$ cat src/rtl/axi_init_pkg.sv
// Shared types and AXI field constants for the single-beat AXI4 memory initiator.
package axi_init_pkg;

  typedef enum logic [2:0] {
    StIdle,
    StWaddr,
    StWresp,
    StRaddr,
    StRdata,
    StAck
  } state_e;

  localparam logic [1:0] BURST_INCR = 2'b01;
  localparam logic [2:0] SIZE_64    = 3'd3;
  localparam logic [1:0] RESP_OKAY  = 2'b00;
  localparam logic [7:0] LEN_SINGLE = 8'd0;

endpackage

$ cat src/rtl/axi_mem_initiator.sv
// AXI4 initiator: one 64-bit single-beat INCR transaction per captured command.
// Define AXI_INITIATOR_ALIGN_CHECK_EN to reject commands that are not 8-byte aligned.
module axi_mem_initiator
  import axi_init_pkg::*;
#(
  parameter int unsigned ID_WIDTH = 1,
  parameter int unsigned AXI_ID   = 0
) (
  input  logic                clk,
  input  logic                rst_n,
  input  logic                i_req,
  input  logic                i_we,
  input  logic [31:0]         i_addr,
  input  logic [7:0]          i_be,
  input  logic [63:0]         i_wdata,
  output logic                o_busy,
  output logic                o_ack,
  output logic                o_err,
  output logic [63:0]         o_rdata,
  output logic [ID_WIDTH-1:0] o_awid,
  output logic [31:0]         o_awaddr,
  output logic [7:0]          o_awlen,
  output logic [2:0]          o_awsize,
  output logic [1:0]          o_awburst,
  output logic                o_awvalid,
  input  logic                i_awready,
  output logic [63:0]         o_wdata,
  output logic [7:0]          o_wstrb,
  output logic                o_wlast,
  output logic                o_wvalid,
  input  logic                i_wready,
  input  logic [ID_WIDTH-1:0] i_bid,
  input  logic [1:0]          i_bresp,
  input  logic                i_bvalid,
  output logic                o_bready,
  output logic [ID_WIDTH-1:0] o_arid,
  output logic [31:0]         o_araddr,
  output logic [7:0]          o_arlen,
  output logic [2:0]          o_arsize,
  output logic [1:0]          o_arburst,
  output logic                o_arvalid,
  input  logic                i_arready,
  input  logic [ID_WIDTH-1:0] i_rid,
  input  logic [63:0]         i_rdata,
  input  logic [1:0]          i_rresp,
  input  logic                i_rlast,
  input  logic                i_rvalid,
  output logic                o_rready
);

  state_e      state_q;
  logic [31:0] addr_q;
  logic [7:0]  be_q;
  logic [63:0] wdata_q;
  logic        awvalid_q, wvalid_q, arvalid_q, bready_q, rready_q;
  logic        aw_done_q, w_done_q;
  logic        busy_q, ack_q, err_q;
  logic [63:0] rdata_q;

  logic aw_hs, w_hs, misaligned;

  assign aw_hs = awvalid_q & i_awready;
  assign w_hs  = wvalid_q & i_wready;

`ifdef AXI_INITIATOR_ALIGN_CHECK_EN
  assign misaligned = (i_addr[2:0] != 3'b000);
`else
  assign misaligned = 1'b0;
`endif

  // IDs are not checked and len is always 0, so rlast carries no information.
  logic unused_inputs;
  assign unused_inputs = ^{i_bid, i_rid, i_rlast};

  always_ff @(posedge clk) begin
    if (!rst_n) begin
      state_q   <= StIdle;
      addr_q    <= '0;
      be_q      <= '0;
      wdata_q   <= '0;
      awvalid_q <= 1'b0;
      wvalid_q  <= 1'b0;
      arvalid_q <= 1'b0;
      bready_q  <= 1'b0;
      rready_q  <= 1'b0;
      aw_done_q <= 1'b0;
      w_done_q  <= 1'b0;
      busy_q    <= 1'b0;
      ack_q     <= 1'b0;
      err_q     <= 1'b0;
      rdata_q   <= '0;
    end else begin
      ack_q <= 1'b0;
      unique case (state_q)
        StIdle: begin
          if (i_req) begin
            addr_q  <= i_addr;
            be_q    <= i_be;
            wdata_q <= i_wdata;
            if (misaligned) begin
              state_q <= StAck;
              ack_q   <= 1'b1;
              err_q   <= 1'b1;
            end else if (i_we) begin
              state_q   <= StWaddr;
              awvalid_q <= 1'b1;
              wvalid_q  <= 1'b1;
              aw_done_q <= 1'b0;
              w_done_q  <= 1'b0;
              busy_q    <= 1'b1;
            end else begin
              state_q   <= StRaddr;
              arvalid_q <= 1'b1;
              busy_q    <= 1'b1;
            end
          end
        end
        StWaddr: begin
          // AW and W complete independently, in either order or together.
          if (aw_hs) begin
            awvalid_q <= 1'b0;
            aw_done_q <= 1'b1;
          end
          if (w_hs) begin
            wvalid_q <= 1'b0;
            w_done_q <= 1'b1;
          end
          if ((aw_done_q | aw_hs) && (w_done_q | w_hs)) begin
            state_q  <= StWresp;
            bready_q <= 1'b1;
          end
        end
        StWresp: begin
          if (i_bvalid) begin
            bready_q <= 1'b0;
            err_q    <= (i_bresp != RESP_OKAY);
            ack_q    <= 1'b1;
            busy_q   <= 1'b0;
            state_q  <= StAck;
          end
        end
        StRaddr: begin
          if (i_arready) begin
            arvalid_q <= 1'b0;
            rready_q  <= 1'b1;
            state_q   <= StRdata;
          end
        end
        StRdata: begin
          if (i_rvalid) begin
            rready_q <= 1'b0;
            rdata_q  <= i_rdata;
            err_q    <= (i_rresp != RESP_OKAY);
            ack_q    <= 1'b1;
            busy_q   <= 1'b0;
            state_q  <= StAck;
          end
        end
        StAck: begin
          state_q <= StIdle;
        end
        default: begin
          state_q <= StIdle;
        end
      endcase
    end
  end

  assign o_busy    = busy_q;
  assign o_ack     = ack_q;
  assign o_err     = err_q;
  assign o_rdata   = rdata_q;

  assign o_awid    = ID_WIDTH'(AXI_ID);
  assign o_awaddr  = addr_q;
  assign o_awlen   = LEN_SINGLE;
  assign o_awsize  = SIZE_64;
  assign o_awburst = BURST_INCR;
  assign o_awvalid = awvalid_q;

  assign o_wdata   = wdata_q;
  assign o_wstrb   = be_q;
  assign o_wlast   = 1'b1;
  assign o_wvalid  = wvalid_q;

  assign o_bready  = bready_q;

  assign o_arid    = ID_WIDTH'(AXI_ID);
  assign o_araddr  = addr_q;
  assign o_arlen   = LEN_SINGLE;
  assign o_arsize  = SIZE_64;
  assign o_arburst = BURST_INCR;
  assign o_arvalid = arvalid_q;

  assign o_rready  = rready_q;

endmodule

$ cat config.mk
export PLATFORM = sky130hd
export DESIGN_NAME = axi_mem_initiator
export DESIGN_NICKNAME = d
export VERILOG_FILES = /design/src/rtl/axi_init_pkg.sv /design/src/rtl/axi_mem_initiator.sv
export SDC_FILE = /design/constraint.sdc
export NUM_CORES = 1
export LEC_CHECK = 0
export BUFFER_PORTS_ARGS = -buffer_cell sky130_fd_sc_hd__clkbuf_2
export CAP_MARGIN = 40
export CORE_AREA = 2 2 162 164
export DETAILED_ROUTE_END_ITERATION = 8
export DIE_AREA = 0 0 164 166
export GPL_ROUTABILITY_DRIVEN = 1
export HOLD_SLACK_MARGIN = 0.05
export SLEW_MARGIN = 10
export SYNTH_ARGS = -nofsm -noshare
export SYNTH_HDL_FRONTEND = slang
export SYNTH_SLANG_ARGS = --single-unit
$ cat constraint.sdc
create_clock -name clk -period 1.4 [get_ports clk]
set_input_delay 0.28 -clock clk [delete_from_list [all_inputs] [get_ports clk]]
set_output_delay 0.28 -clock clk [all_outputs]
set_load 0.03 [all_outputs]
==> results of run 1 <==
cells by family (layout without fill, tap and decap cells):
logic type	count (synthesis)	in the layout
AOI/OAI and AO/OA	192	192
buffers and inverters	127	507
DFF	181	181
muxes	4	4
other	2	29
and+or+nand+nor	366	366
power by group:
group | internal (W) | switching [W] | leakage [nW] | total (W)
combinational | 0.00252 | 0.00404 | 3.10 | 0.00656
sequential | 0.00580 | 0.000385 | 1.48 | 0.00619
clock | 0.00248 | 0.00230 | 0.290 | 0.00478
total | 0.0108 | 0.00673 | 4.87 | 0.0175
cell type report:
cell class | count | share of cell area, %
Timing Repair Buffer | 470 | 28.2
Tap cell | 335 | 3.96
Sequential cell | 181 | 34.3
Clock inverter | 13 | 1.20
Inverter | 5 | 0.201
Clock buffer | 19 | 4.27
Multi-Input combinational cell | 591 | 27.9
registers in the layout, summed over array words and instances, names as in the netlist, 3 cells and up:
signal / cells
o_rdata: 64
o_wdata: 64
o_araddr: 32
o_wstrb: 8
state_q: 3
metrics by stage:
step           cells  instance area [um^2]  setup slack, ps  hold slack (ps)
2_1_floorplan    899                  7060            -63.1              416
3_3_place_gp    1561                  9310            -91.7              441
3_5_place_dp    1561                  9310             -135              445
4_1_cts         1599                 10000            -97.4             50.3
5_1_grt         1614                 10600             -176             50.1
6_report        1614                 10600             -118             72.1
how the worst min path moves through the flow:
| stage | to | slack (ps) | cells past startpoint |
|---|---|---|---|
| CTS | o_rdata[25] | 50 | 3 |
| global placement | o_rdata[17] | 440 | 2 |
| finish | o_rdata[12] | 70 | 3 |
| detailed placement | o_rdata[17] | 450 | 2 |
| floorplan | o_araddr[0] | 420 | 2 |
| global route | o_araddr[31] | 50 | 3 |
worst reg2reg max path, delay by kind of cell, from the launching register on:
kind | cells | cell delay (ps)
and+or+nand+nor | 2 | 760
AOI/OAI and AO/OA | 1 | 60
DFF | 1 | 340
buffers and inverters | 1 | 240
placed cells by master (no fill, tap or decap), types with 2 or more instances in the layout:
| cell type | count |
|---|---|
| clkbuf_2 | 388 |
| nand2_1 | 315 |
| dfxtp_1 | 177 |
| a21oi_1 | 140 |
| buf_4 | 38 |
| a21oi_2 | 36 |
| conb_1 | 29 |
| clkbuf_16 | 23 |
| nand2_2 | 17 |
| buf_12 | 17 |
| buf_6 | 13 |
| nand2_4 | 9 |
| inv_6 | 6 |
| inv_1 | 4 |
| inv_8 | 4 |
| dlygate4sd3_1 | 4 |
| nand2b_1 | 3 |
| o21a_1 | 3 |
| nor2_1 | 3 |
| mux2i_1 | 3 |
| dfxtp_2 | 3 |
| or4b_4 | 2 |
| and4bb_2 | 2 |
| nand3b_1 | 2 |
| nand3_1 | 2 |
| a211oi_1 | 2 |
| nor2_2 | 2 |
| clkbuf_8 | 2 |
| buf_16 | 2 |
| buf_8 | 2 |
repair_timing:
item	in CTS	in global routing
hold endpoints to repair	4	0
hold buffers	4	0
buffers inserted	1	7
pin swaps	2	24
gates cloned	1	8
endpoints found under the setup margin	130	164
gates resized for setup	14	91
routing by layer:
metal | routed length (um) | GRT usage, % | up-vias
li1 | - | - | 3520
met1 | 9630 | 17.9 | 3192
met2 | 11700 | 27.1 | 277
met3 | 1710 | 5.02 | 21
met4 | 332 | 4.31 | 0
met5 | 0 | 0 | -
==> flow_metrics.tcl, run 1 <==
set metrics [dict create \
    synth-seq-area-share_pct 52.5 \
    cts.htree.levels 4 \
    rows 59 \
    status "finished, violations left" \
    max_stage_delay_ps 660 \
    final_nets 1450 \
    drt_iter0_drc 311 \
    p_per_area_mw_per_mm2 1650 \
    critical_path_required_ps 1690 \
    synth-compound-area-share_pct 14.5 \
    critPathArrivalTime_ps 1810 \
    ys_warn_count 0 \
    holdCritStartpoint "i_rdata[12]" \
    worstSetupEndpointType "register" \
    timing.critical_path.slowest_stage_cell "or4b_4" \
    clkTransAtPathRegs_ps 80 \
    drc_errors 0 \
    vias 7010 \
    synth.top_cell.area_share_pct 52.5 \
    die-width_um 164 \
    peakVddDrop_mv 0.869 \
    timing.rr.end "o_wdata[34]" \
    cts_tree "done" \
    period_share_pct 108 \
    grt_overflow 0 \
    netlist_instances 872 \
    dp_hpwl_um 16100 \
    grt_setup_unrepaired "yes" \
    avgRoutedWirePerCell_um 14.5 \
    areaGrowthSynthToFinish_pct 53.5 \
    cp-endpoint "o_wdata[34]" \
    root_buffer "clkbuf_16" \
    synth_edf_count 0 \
    violations "negative setup slack" \
    fmax_mhz 659 \
    finalSetupViolCount 123 \
    reg2reg_slack_ps -120 \
    synthTopCellsByArea "dfxtp_1 (52%), nand2_1 (19%), a21oi_1 (13%)" \
    yosysTopAreaCell "dfxtp_1" \
    die_area_mm2 0.0272 \
    synth_simple_gate_area_share_pct 21.4 \
    tns_ps -9560 \
    min_path_type "input pin to register" \
    ff2ff_path_depth 4 \
    crit_path_max_fanout 20 \
    critPathTopFamily "simple AND/OR/NAND/NOR gates" \
    start_util_pct 26.9 \
    synth_xor_area_share_pct 0 \
    insertion_delay_ps 420 \
    cts_max_path_buffers 2 \
    antenna_cells 0 \
    gp_congestion 0.804 \
    cts_buffers 17 \
    hold_viol 0 \
    final-max-slew-violation-count 0 \
    yosysMostFrequentCell "nand2_1" \
    regToRegStartpoint "state_q[0]" \
    io_pins 421 \
    fillers 2638 \
    setup.worst_path.start_class "register" \
    finalCriticalPeriod_ps 1520 \
    ys_seq_elements 181 \
    numPortBuffers 388 \
    antenna_found_initial 0 \
    fin_skew_ps 11.5 \
    core_area_mm2 0.0256 \
    multi_input_area_mm2 0.00296 \
    synth_flop_cell "dfxtp_1" \
    grt_pass1_wl_um 33400 \
    p_total_w 0.0175 \
    grt_use_total_pct 15.5 \
    grt_max_degree 83 \
    max_cap_violations 0 \
    syn_avg_cell_area_um2 7.92 \
    dr.pass1.iters 4 \
    power.leakage_nw 4.87 \
    critPathLaunch "state_q[0]" \
    yosysUniqueCellTypes 39 \
    synth_fa_ha_area_share_pct 0 \
    drive_gt1_share_pct 45.3 \
    path_depth 4 \
    die_h_um 166 \
    synth_top_family_by_area "simple AND/OR/NAND/NOR gates" \
    synth_area_mm2 0.00690 \
    synthMuxAreaShare_pct 0.598 \
    clock_sinks 181 \
    critPathBufInv 1 \
    utilization_pct 41.4 \
    setup_slack_ps -118 \
    seqCellArea_mm2 0.00363 \
    drt_wl_total_um 23400 \
    synthArstFlopShare_pct 0 \
    grt_pass1_vias 6561 \
    antenna_left 0 \
    synth_common_cells "nand2_1 (341), dfxtp_1 (181), a21oi_1 (176)" \
    crit_chain "or4b_4 -> buf_6 -> nand2_1 -> a21oi_1" \
    vias_per_cell 4.34 \
    path_class "register to register" \
]
Power figures use the tool's default switching activity.
==> inputs of run 2 (changes only) <==
Settings changed: PLACE_DENSITY set to 0.62, RECOVER_POWER set to 100.
==> flow_metrics.tcl, run 2 (synthesis results as in run 1) <==
set metrics [dict create \
    status "finished, violations left" \
    violations "negative setup slack" \
    gp_congestion 0.794 \
    core_area_mm2 0.0256 \
    final_cell_mix "clkbuf_2 (386), nand2_1 (240), dfxtp_1 (177)" \
    grt_setup_unrepaired "yes" \
    dr.pass1.iters 4 \
    clkTransAtPathRegs_ps 80 \
    die_h_um 166 \
    cts.htree.levels 4 \
    antenna_found_initial 1 \
    grt_pass1_wl_um 34600 \
    drt_wl_total_um 24900 \
    io_pins 421 \
    fin_hold_ws_ps 68.0 \
    cts_tree "done" \
    die_area_mm2 0.0272 \
    grt_pass1_vias 6721 \
    path_class "register to register" \
    crit_path_max_fanout 9 \
    rows 59 \
    numPortBuffers 388 \
    start_util_pct 26.9 \
    fin_skew_ps 15.4 \
    final_common_cell "clkbuf_2" \
    fmax_mhz 658 \
    root_buffer "clkbuf_16" \
    final_nets 1477 \
    p_total_w 0.0185 \
    drt_iter0_drc 316 \
    max_cap_violations 0 \
    worstSetupEndpointType "register" \
    peakVddDrop_mv 0.766 \
    dpl-instance-area_mm2 0.00929 \
    min_path_type "input pin to register" \
    antenna_cells 0 \
    grt_max_degree 66 \
    drc_errors 0 \
    grt_overflow 0 \
    design_area_mm2 0.0117 \
    insertion_delay_ps 420 \
    setup.worst_path.start_class "register" \
    critical_path_required_ps 1690 \
    dp_hpwl_um 15700 \
    preCtsSetupSlack_ps -183 \
    p_per_area_mw_per_mm2 1590 \
    grt_use_total_pct 16.1 \
    period_share_pct 109 \
    antenna_left 0 \
    avgRoutedWirePerCell_um 15.2 \
    power.leakage_nw 5.43 \
    drive_gt1_share_pct 55.9 \
    vias_per_cell 4.49 \
    cts_max_path_buffers 2 \
    areaGrowthSynthToFinish_pct 68.9 \
    cts_buffers 17 \
    setup_slack_ps -120 \
    fin_cells 1639 \
    hold_viol 0 \
    vias 7353 \
    critPathArrivalTime_ps 1810 \
    final-max-slew-violation-count 0 \
    finalCriticalPeriod_ps 1520 \
    finalSetupViolCount 169 \
    dp_cells 1564 \
    clock_sinks 181 \
    die-width_um 164 \
]
==> run 2: cell count changes in the layout (fill, tap and decap cells not counted), sizes merged <==
cell         delta
inv             -6
clkinvlp        +4
bufbuf          +1
clkbuf          -1
clkinv          -2
dlygate4sd3     +5
buf            +21
bufinv          +3
==> run 2: final timing paths <==
check	start	cells past startpoint	end	slack [ps]
worst min register to register	o_wdata[25]	2	o_wdata[25]	450
worst min-delay path	i_addr[31]	3	o_araddr[31]	70
worst max-delay path	state_q[0]	5	o_wdata[49]	-120
worst max register to register	state_q[0]	5	o_wdata[49]	-120
==> run 2: cell type report <==
class / instances / area, um^2
Clock buffer: 18 / 439
Clock inverter: 12 / 169
Fill cell: 2528 / 14000
Inverter: 5 / 21.3
Multi-Input combinational cell: 591 / 3540
Sequential cell: 181 / 3630
Tap cell: 335 / 419
Timing Repair Buffer: 497 / 3440
==> run 2: critical path, cell delays in order (launching register included) <==
cell and delay [ps]:
dfxtp_2 320, or4b_4 570, buf_12 190, clkbuf_16 180, nand2_1 60, a21oi_1 60
==> run 2: per-layer routing <==
metal	track usage, %	part of all wire, %	vias to the layer above
li1	-	-	3576
met5	0	0.052	-
met1	18.6	39	3447
met2	28.0	51	305
met4	4.73	1.5	2
met3	5.39	7.7	23
==> run 2: stage by stage <==
step                setup TNS [ps]  utilization [%]
floorplan                    -4150                -
global placement            -11830             36.3
detailed placement          -15260             36.3
CTS                          -9820             40.7
global route                -20930             45.5
finish                       -9900             45.5
==> run 2: where the power goes <==
group	leakage (nW)	switching, W	internal [W]
Clock	0.285	0.00219	0.00288
Sequential	1.48	0.000419	0.00580
Combinational	3.66	0.00432	0.00289
Total	5.43	0.00692	0.0116
==> run 2: what timing repair did <==
item                                    in CTS  in global routing
endpoints found under the hold margin        8                  1
setup buffers                                5                 12
pin swaps                                   14                107
endpoints found under the setup margin     157                178
hold buffers                                 8                  1
gates resized for setup                     57                251
cloned                                       7                 12
